===== config.mk =====
export PLATFORM = sky130hd
export DESIGN_NAME = ksa
export DESIGN_NICKNAME = d
export VERILOG_FILES = /design/src/rtl/arc4_pkg.sv /design/src/rtl/ksa.sv
export SDC_FILE = /design/constraint.sdc
export NUM_CORES = 1
export LEC_CHECK = 0
export BUFFER_PORTS_ARGS = -buffer_cell sky130_fd_sc_hd__buf_4
export CAP_MARGIN = 20
export CORE_ASPECT_RATIO = 1.1
export CORE_MARGIN = 10
export CORE_UTILIZATION = 30
export DETAILED_ROUTE_END_ITERATION = 10
export GPL_TIMING_DRIVEN = 1
export PLACE_DENSITY = 0.56
export SLEW_MARGIN = 20
export SYNTH_ARGS = -nofsm -noshare
export SYNTH_HDL_FRONTEND = slang
export SYNTH_SLANG_ARGS = --single-unit
export TNS_END_PERCENT = 30

===== constraint.sdc =====
create_clock -name clk -period 5.7 [get_ports clk]
set_input_delay 0.855 -clock clk [delete_from_list [all_inputs] [get_ports clk]]
set_output_delay 0.855 -clock clk [all_outputs]
set_load 0.01 [all_outputs]

===== src/rtl/arc4_pkg.sv =====
// -----------------------------------------------------------------------------
// arc4_pkg
// Shared definitions for the RC4 (ARC4) S-box stages (init, ksa).
//   S_SIZE             : number of entries in the S memory
//   KEY_BYTES_DEFAULT  : default key length in bytes for ksa
//   byte_t             : one S-memory word
//   ksa_state_t        : ksa FSM state encoding
// -----------------------------------------------------------------------------
package arc4_pkg;

    localparam int S_SIZE            = 256;
    localparam int KEY_BYTES_DEFAULT = 3;

    typedef logic [7:0] byte_t;

    typedef enum logic [2:0] {
        KSA_IDLE,
        KSA_RD_I,
        KSA_CALC_J,
        KSA_RD_J,
        KSA_GET_J,
        KSA_WR_I,
        KSA_WR_J
    } ksa_state_t;

endpackage


===== src/rtl/ksa.sv =====
// -----------------------------------------------------------------------------
// ksa
// RC4 key-scheduling stage. Permutes an externally owned 256-byte S memory
// (already holding the identity permutation) in place:
//   j = 0; for i in 0..255: j += s[i] + key_byte[i mod KEY_BYTES]; swap s[i], s[j]
// Each iteration takes 6 cycles (read i, compute j, read j, capture s[j],
// write i, write j), so a run is busy for exactly 1536 cycles.
//
// Ports
//   clk     : system clock, rising edge
//   rst     : synchronous active-high reset
//   en      : start request, sampled only while rdy=1
//   rdy     : idle and able to accept en
//   key     : cipher key, byte 0 in the top byte, captured on start
//   addr    : S memory address
//   rddata  : S memory read data, valid one cycle after addr with wren=0
//   wrdata  : S memory write data
//   wren    : S memory write enable, write on the same clock edge
// -----------------------------------------------------------------------------
module ksa
    import arc4_pkg::*;
#(
    parameter int KEY_BYTES = KEY_BYTES_DEFAULT
) (
    input  logic                   clk,
    input  logic                   rst,
    input  logic                   en,
    output logic                   rdy,
    input  logic [8*KEY_BYTES-1:0] key,
    output logic [7:0]             addr,
    input  logic [7:0]             rddata,
    output logic [7:0]             wrdata,
    output logic                   wren
);

    localparam int KW = (KEY_BYTES > 1) ? $clog2(KEY_BYTES) : 1;

    ksa_state_t             state_q, state_d;
    byte_t                  i_q, i_d;
    byte_t                  j_q, j_d;
    logic [KW-1:0]          k_q, k_d;
    byte_t                  si_q, si_d;
    byte_t                  sj_q, sj_d;
    logic [8*KEY_BYTES-1:0] key_q, key_d;

    byte_t                  key_byte;

    // Key byte 0 lives in the most significant byte of the key.
    always_comb begin
        key_byte = '0;
        for (int b = 0; b < KEY_BYTES; b++) begin
            if (k_q == KW'(b)) begin
                key_byte = key_q[8*(KEY_BYTES-1-b) +: 8];
            end
        end
    end

    always_comb begin
        state_d = state_q;
        i_d     = i_q;
        j_d     = j_q;
        k_d     = k_q;
        si_d    = si_q;
        sj_d    = sj_q;
        key_d   = key_q;

        case (state_q)
            KSA_IDLE: begin
                if (en) begin
                    key_d   = key;
                    i_d     = '0;
                    j_d     = '0;
                    k_d     = '0;
                    state_d = KSA_RD_I;
                end
            end
            KSA_RD_I: begin
                state_d = KSA_CALC_J;
            end
            KSA_CALC_J: begin
                // rddata holds s[i] here (one-cycle read latency).
                si_d    = rddata;
                j_d     = j_q + rddata + key_byte;
                state_d = KSA_RD_J;
            end
            KSA_RD_J: begin
                state_d = KSA_GET_J;
            end
            KSA_GET_J: begin
                sj_d    = rddata;
                state_d = KSA_WR_I;
            end
            KSA_WR_I: begin
                state_d = KSA_WR_J;
            end
            KSA_WR_J: begin
                if (i_q == 8'(S_SIZE - 1)) begin
                    state_d = KSA_IDLE;
                end else begin
                    i_d     = i_q + 8'd1;
                    k_d     = (k_q == KW'(KEY_BYTES - 1)) ? '0 : k_q + KW'(1);
                    state_d = KSA_RD_I;
                end
            end
            default: begin
                state_d = KSA_IDLE;
            end
        endcase
    end

    always_ff @(posedge clk) begin
        if (rst) begin
            state_q <= KSA_IDLE;
            i_q     <= '0;
            j_q     <= '0;
            k_q     <= '0;
            si_q    <= '0;
            sj_q    <= '0;
            key_q   <= '0;
        end else begin
            state_q <= state_d;
            i_q     <= i_d;
            j_q     <= j_d;
            k_q     <= k_d;
            si_q    <= si_d;
            sj_q    <= sj_d;
            key_q   <= key_d;
        end
    end

    // Memory-side outputs depend only on registered state so the memory
    // interface has no combinational path from en or rddata.
    always_comb begin
        rdy    = 1'b0;
        addr   = '0;
        wrdata = '0;
        wren   = 1'b0;
        case (state_q)
            KSA_IDLE: rdy  = 1'b1;
            KSA_RD_I: addr = i_q;
            KSA_RD_J: addr = j_q;
            KSA_WR_I: begin
                addr   = i_q;
                wrdata = sj_q;
                wren   = 1'b1;
            end
            KSA_WR_J: begin
                addr   = j_q;
                wrdata = si_q;
                wren   = 1'b1;
            end
            default: ;
        endcase
    end

endmodule

==> impl_metrics.csv <==
group,metric,value,unit
outcome,run_status,"finished, final reports clean",
pwr,switching_share,27.24,%
clock_tree,clkLatencyLatePin,0.34,ns
synth,post_synth_xor_area_fraction,3.135,%
floorplan,top_level_ports,53,
setup_path,cp_max_fo,11,
final_layout,final.fill_count,1036,
timing,totalNegativeSetupSlack,0,ns
global_route,antenna_violations_before_repair,0,
routing,final_wl,7.893,mm
setup_path,crit_buf_inv,1,
global_route,gr-usage-all-layers,11.08,%
global_route,grt_max_degree,59,
synth,synth_mux_area_share,5.904,%
clock_tree,clock_slew_at_reported_path_ffs,0.07,ns
final_layout,share_of_final_layout_standard_cells_stronger_than_drive_strength_1,18.18,%
placed_design,hpwlAfterDp,5.835,mm
pwr,vdd.ir_drop.worst,137.2,uV
synth,complex_gate_fraction_of_the_synthesized_area,15.76,%
pwr,internal-power,0.7566,mW
final_layout,commonest_non_fill_non_tap_cell_in_the_layout,"sky130_fd_sc_hd__nand2_1",
timing,maxSlewHeadroom,33.98,%
floorplan,die_y,126.2,um
synth,synth_sequential_area_ratio,39.74,%
pwr,combinational_group_share_of_total_power,14.8,%
timing,report.final.slew_viol_count,0,
setup_path,timing.critical_path.mode_cell,"sky130_fd_sc_hd__fa_1",
clock_tree,cts_setup_buffers,0,
setup_path,cp_num_cells,12,
routing,post_drt_wl_per_cell,14.67,um
pwr,power_per_cell_area,279.5,nW/um^2
final_layout,final_nets,463,
synth,ys_top_cells_by_area,"sky130_fd_sc_hd__dfxtp_1, sky130_fd_sc_hd__nand2_1, sky130_fd_sc_hd__a21oi_1",
final_layout,synthToLayoutAreaGrowth,21.09,%
routing,num_vias,2612,
floorplan,die_wd,116.5,um
setup_path,critical_path_s_top_delay_family,"simple AND/OR/NAND/NOR gates",
setup_path,r2r_setup_slack,2.66,ns
clock_tree,cts_root_buf,"sky130_fd_sc_hd__clkbuf_8",
timing,slew_of_the_pin_with_the_lowest_slew_margin,0.9883,ns
hold_path,hold_path_class,"reg -> reg",
pwr,seqPwrFrac,44.8,%
clock_tree,clock_tree.buffer_depth,2,
setup_path,startpoint_type,"register",
clock_tree,postCtsHoldBufs,0,
routing,drt_iter0_markers,101,
timing,fmaxAchievable,329.2,MHz
synth,synth-warning-count,0,
synth,netlist_area,3073,sq um
setup_path,worstSetupEndpointType,"register",
timing,rsz0062_at_grt,"false",
pwr,leakage,1.410,nW
routing,ant_nets,0,
routing,post_drt_via_cell_ratio,4.855,
routing,drcViolationCount,0,
global_route,globalRouteOverflowTotal,0,
floorplan,initial_utilization,30.92,%
synth,dominant_synthesized_flop_cell,"sky130_fd_sc_hd__dfxtp_1",
timing,setup_viol,0,
clock_tree,cts_tree,"yes",
synth,synthAdderAreaFrac,8.062,%
setup_path,cp_data_arrival_time,3.32,ns
setup_path,slowest_stage,"sky130_fd_sc_hd__dfxtp_1",
timing,worst_clock_skew,0.007275,ns
clock_tree,cts_buffers,9,
floorplan,die_area,14700,sq um
setup_path,worstSetupStartpoint,"k_q[1]$_SDFFE_PP0P_",
final_layout,most_frequent_cells_in_the_layout,"sky130_fd_sc_hd__nand2_1, sky130_fd_sc_hd__dfxtp_1, sky130_fd_sc_hd__buf_4",
floorplan,floorplan_core_area,9937,sq um
setup_path,critical_path_class,"reg -> reg",
timing,post-route-min-period,3.038,ns
setup_path,worst-r2r-cell-count,12,
placed_design,io_buffer_count,52,
floorplan,placement_rows,38,
synth,synth-edff-count,0,
global_route,first_global_vias,2692,
job,cap_viol_max_count,0,
setup_path,r2r-end,"j_q[7]$_SDFFE_PP0P_",
synth,post_synth_simple_gate_area,22.39,%
placed_design,place_congestion,0.8115,
synth,largest_family_of_logic_cells_by_synthesized_area,"simple AND/OR/NAND/NOR gates",
synth,post_synth.cell_area_avg,8.216,sq um
synth,yosysUniqueCellTypes,42,
synth,synth-seq-cells,61,
synth,async_reset_ff_share,0,%
synth,yosysTopAreaCell,"sky130_fd_sc_hd__dfxtp_1",
final_layout,fin_cells,538,
synth,synth_largest_type_area_fraction,39.74,%
routing,first_pass_iters,4,
timing,hold_viol,0,
timing,post_route_clock_period_utilization,53.30,%
synth,synthesis.instances,374,
clock_tree,tritoncts_num_sinks,61,
clock_tree,postCtsResizedCells,0,
setup_path,peak_per_stage_delay_on_the_critical_path,0.66,ns
placed_design,dpl.cell_count,522,
clock_tree,ctsHtreeMaxLevel,3,
setup_path,path_cells,"and2b_4 -> nand2_1 -> o21ai_0 -> fa_1 -> ha_1 -> inv_1 -> fa_1 -> nor2b_1 -> o31ai_1 -> a21oi_1 -> or4_1 -> nand3_1",
global_route,grt_first_pass_wirelength,13.10,mm
pwr,clock_power_share,40.4,%
final_layout,number_of_antenna_cells_inserted,0,
pwr,net-switching-power,0.2833,mW
setup_path,r2r-start,"k_q[1]$_SDFFE_PP0P_",
setup_path,cp_data_required_time,5.98,ns
setup_path,crit_end,"j_q[7]$_SDFFE_PP0P_",
synth,post_synthesis_net_count,424,
-- area by class of cell --
cell class              count  area (sq um)  area share (%)
clock buffers               9         123.9           3.329
clock inverters             7         90.09           2.421
inverters                   8         30.03          0.8070
multi-input cells         279          1700           45.70
flip-flops and latches     61          1221           32.82
well taps                 120         150.1           4.035
repair buffers             54         405.4           10.89
-- synthesized netlist by cell type (all sizes together) (2+ instances only) --
master and number:
nand2 84, dfxtp 61, a21oi 42, nor2 30, mux2i 17, buf 14, clkbuf 12, nor2b 12
nand3 11, a22oi 9, a22o 8, fa 8, inv 8, nor3 8, o21ai 8, xnor2 8
ha 7, xor2 3, a31oi 2, and2 2, and2b 2, nand2b 2, o211ai 2, o21a 2
-- cells by family (layout without fill, tap and decap cells) --
kind of cell,after synthesis,in the layout
xor gates and xnor gates,11,11
adders and majority gates,15,15
DFF,61,61
AOI/OAI and AO/OA,78,78
muxes,18,18
buffers and inverters,34,78
and+or+nand+nor,157,157
-- tightest hold or removal path, delay by kind of cell, from the launching register on --
family	cells	cell delay, ns
AOI/OAI and AO/OA	1	0.05
DFF	1	0.31
and+or+nand+nor	1	0.05
-- power by group through the flow --
stage	Combinational, mW	Sequential [mW]	Clock, mW
after CTS	0.156	0.466	0.430
final	0.154	0.466	0.420
after global placement	0.152	0.475	0
after floorplan	0.111	0.467	0
after detailed placement	0.155	0.476	0
after global routing	0.177	0.468	0.445
-- worst min-delay path by stage --
| stage | start | endpoint | slack (ns) | cells past startpoint |
|---|---|---|---|---|
| after global routing | key_q[19]$_SDFFE_PP0P_ | key_q[19]$_SDFFE_PP0P_ | 0.47 | 2 |
| final | key_q[23]$_SDFFE_PP0P_ | key_q[23]$_SDFFE_PP0P_ | 0.46 | 2 |
| after floorplan | key_q[16]$_SDFFE_PP0P_ | key_q[16]$_SDFFE_PP0P_ | 0.44 | 2 |
| after global placement | si_q[6]$_SDFFE_PP0P_ | si_q[6]$_SDFFE_PP0P_ | 0.44 | 2 |
| after CTS | si_q[0]$_SDFFE_PP0P_ | si_q[0]$_SDFFE_PP0P_ | 0.46 | 2 |
| after detailed placement | si_q[0]$_SDFFE_PP0P_ | si_q[0]$_SDFFE_PP0P_ | 0.45 | 2 |
-- sequential cells by signal, summed over array words and instances (netlist names) --
signal   cells
j_q          8
si_q         8
sj_q         8
state_q      3
i_q          8
k_q          2
key_q       24
-- per-layer routing --
metal,global-route usage [%],vias up,part of all wire (%)
li1,-,1338,-
met1,13.65,1221,48
met2,17.95,42,48
met3,3.609,11,3.7
met4,3.095,0,1.1
met5,0,-,0
-- per-stage QoR --
stage / utilization (%) / total power [mW] / setup WS [ns] / hold WS [ns] / cell area, sq um
after CTS: 37.42 / 1.052 / 2.644 / 0.4566 / 3719
after global routing: 37.45 / 1.090 / 2.439 / 0.4733 / 3721
after detailed placement: 35.27 / 0.6308 / 2.670 / 0.4468 / 3505
final: 37.45 / 1.040 / 2.662 / 0.4567 / 3721
after floorplan: - / 0.5785 / 3.030 / 0.4357 / 3073
after global placement: 35.27 / 0.6274 / 2.750 / 0.4428 / 3505
(Power assumes the default switching activity.)
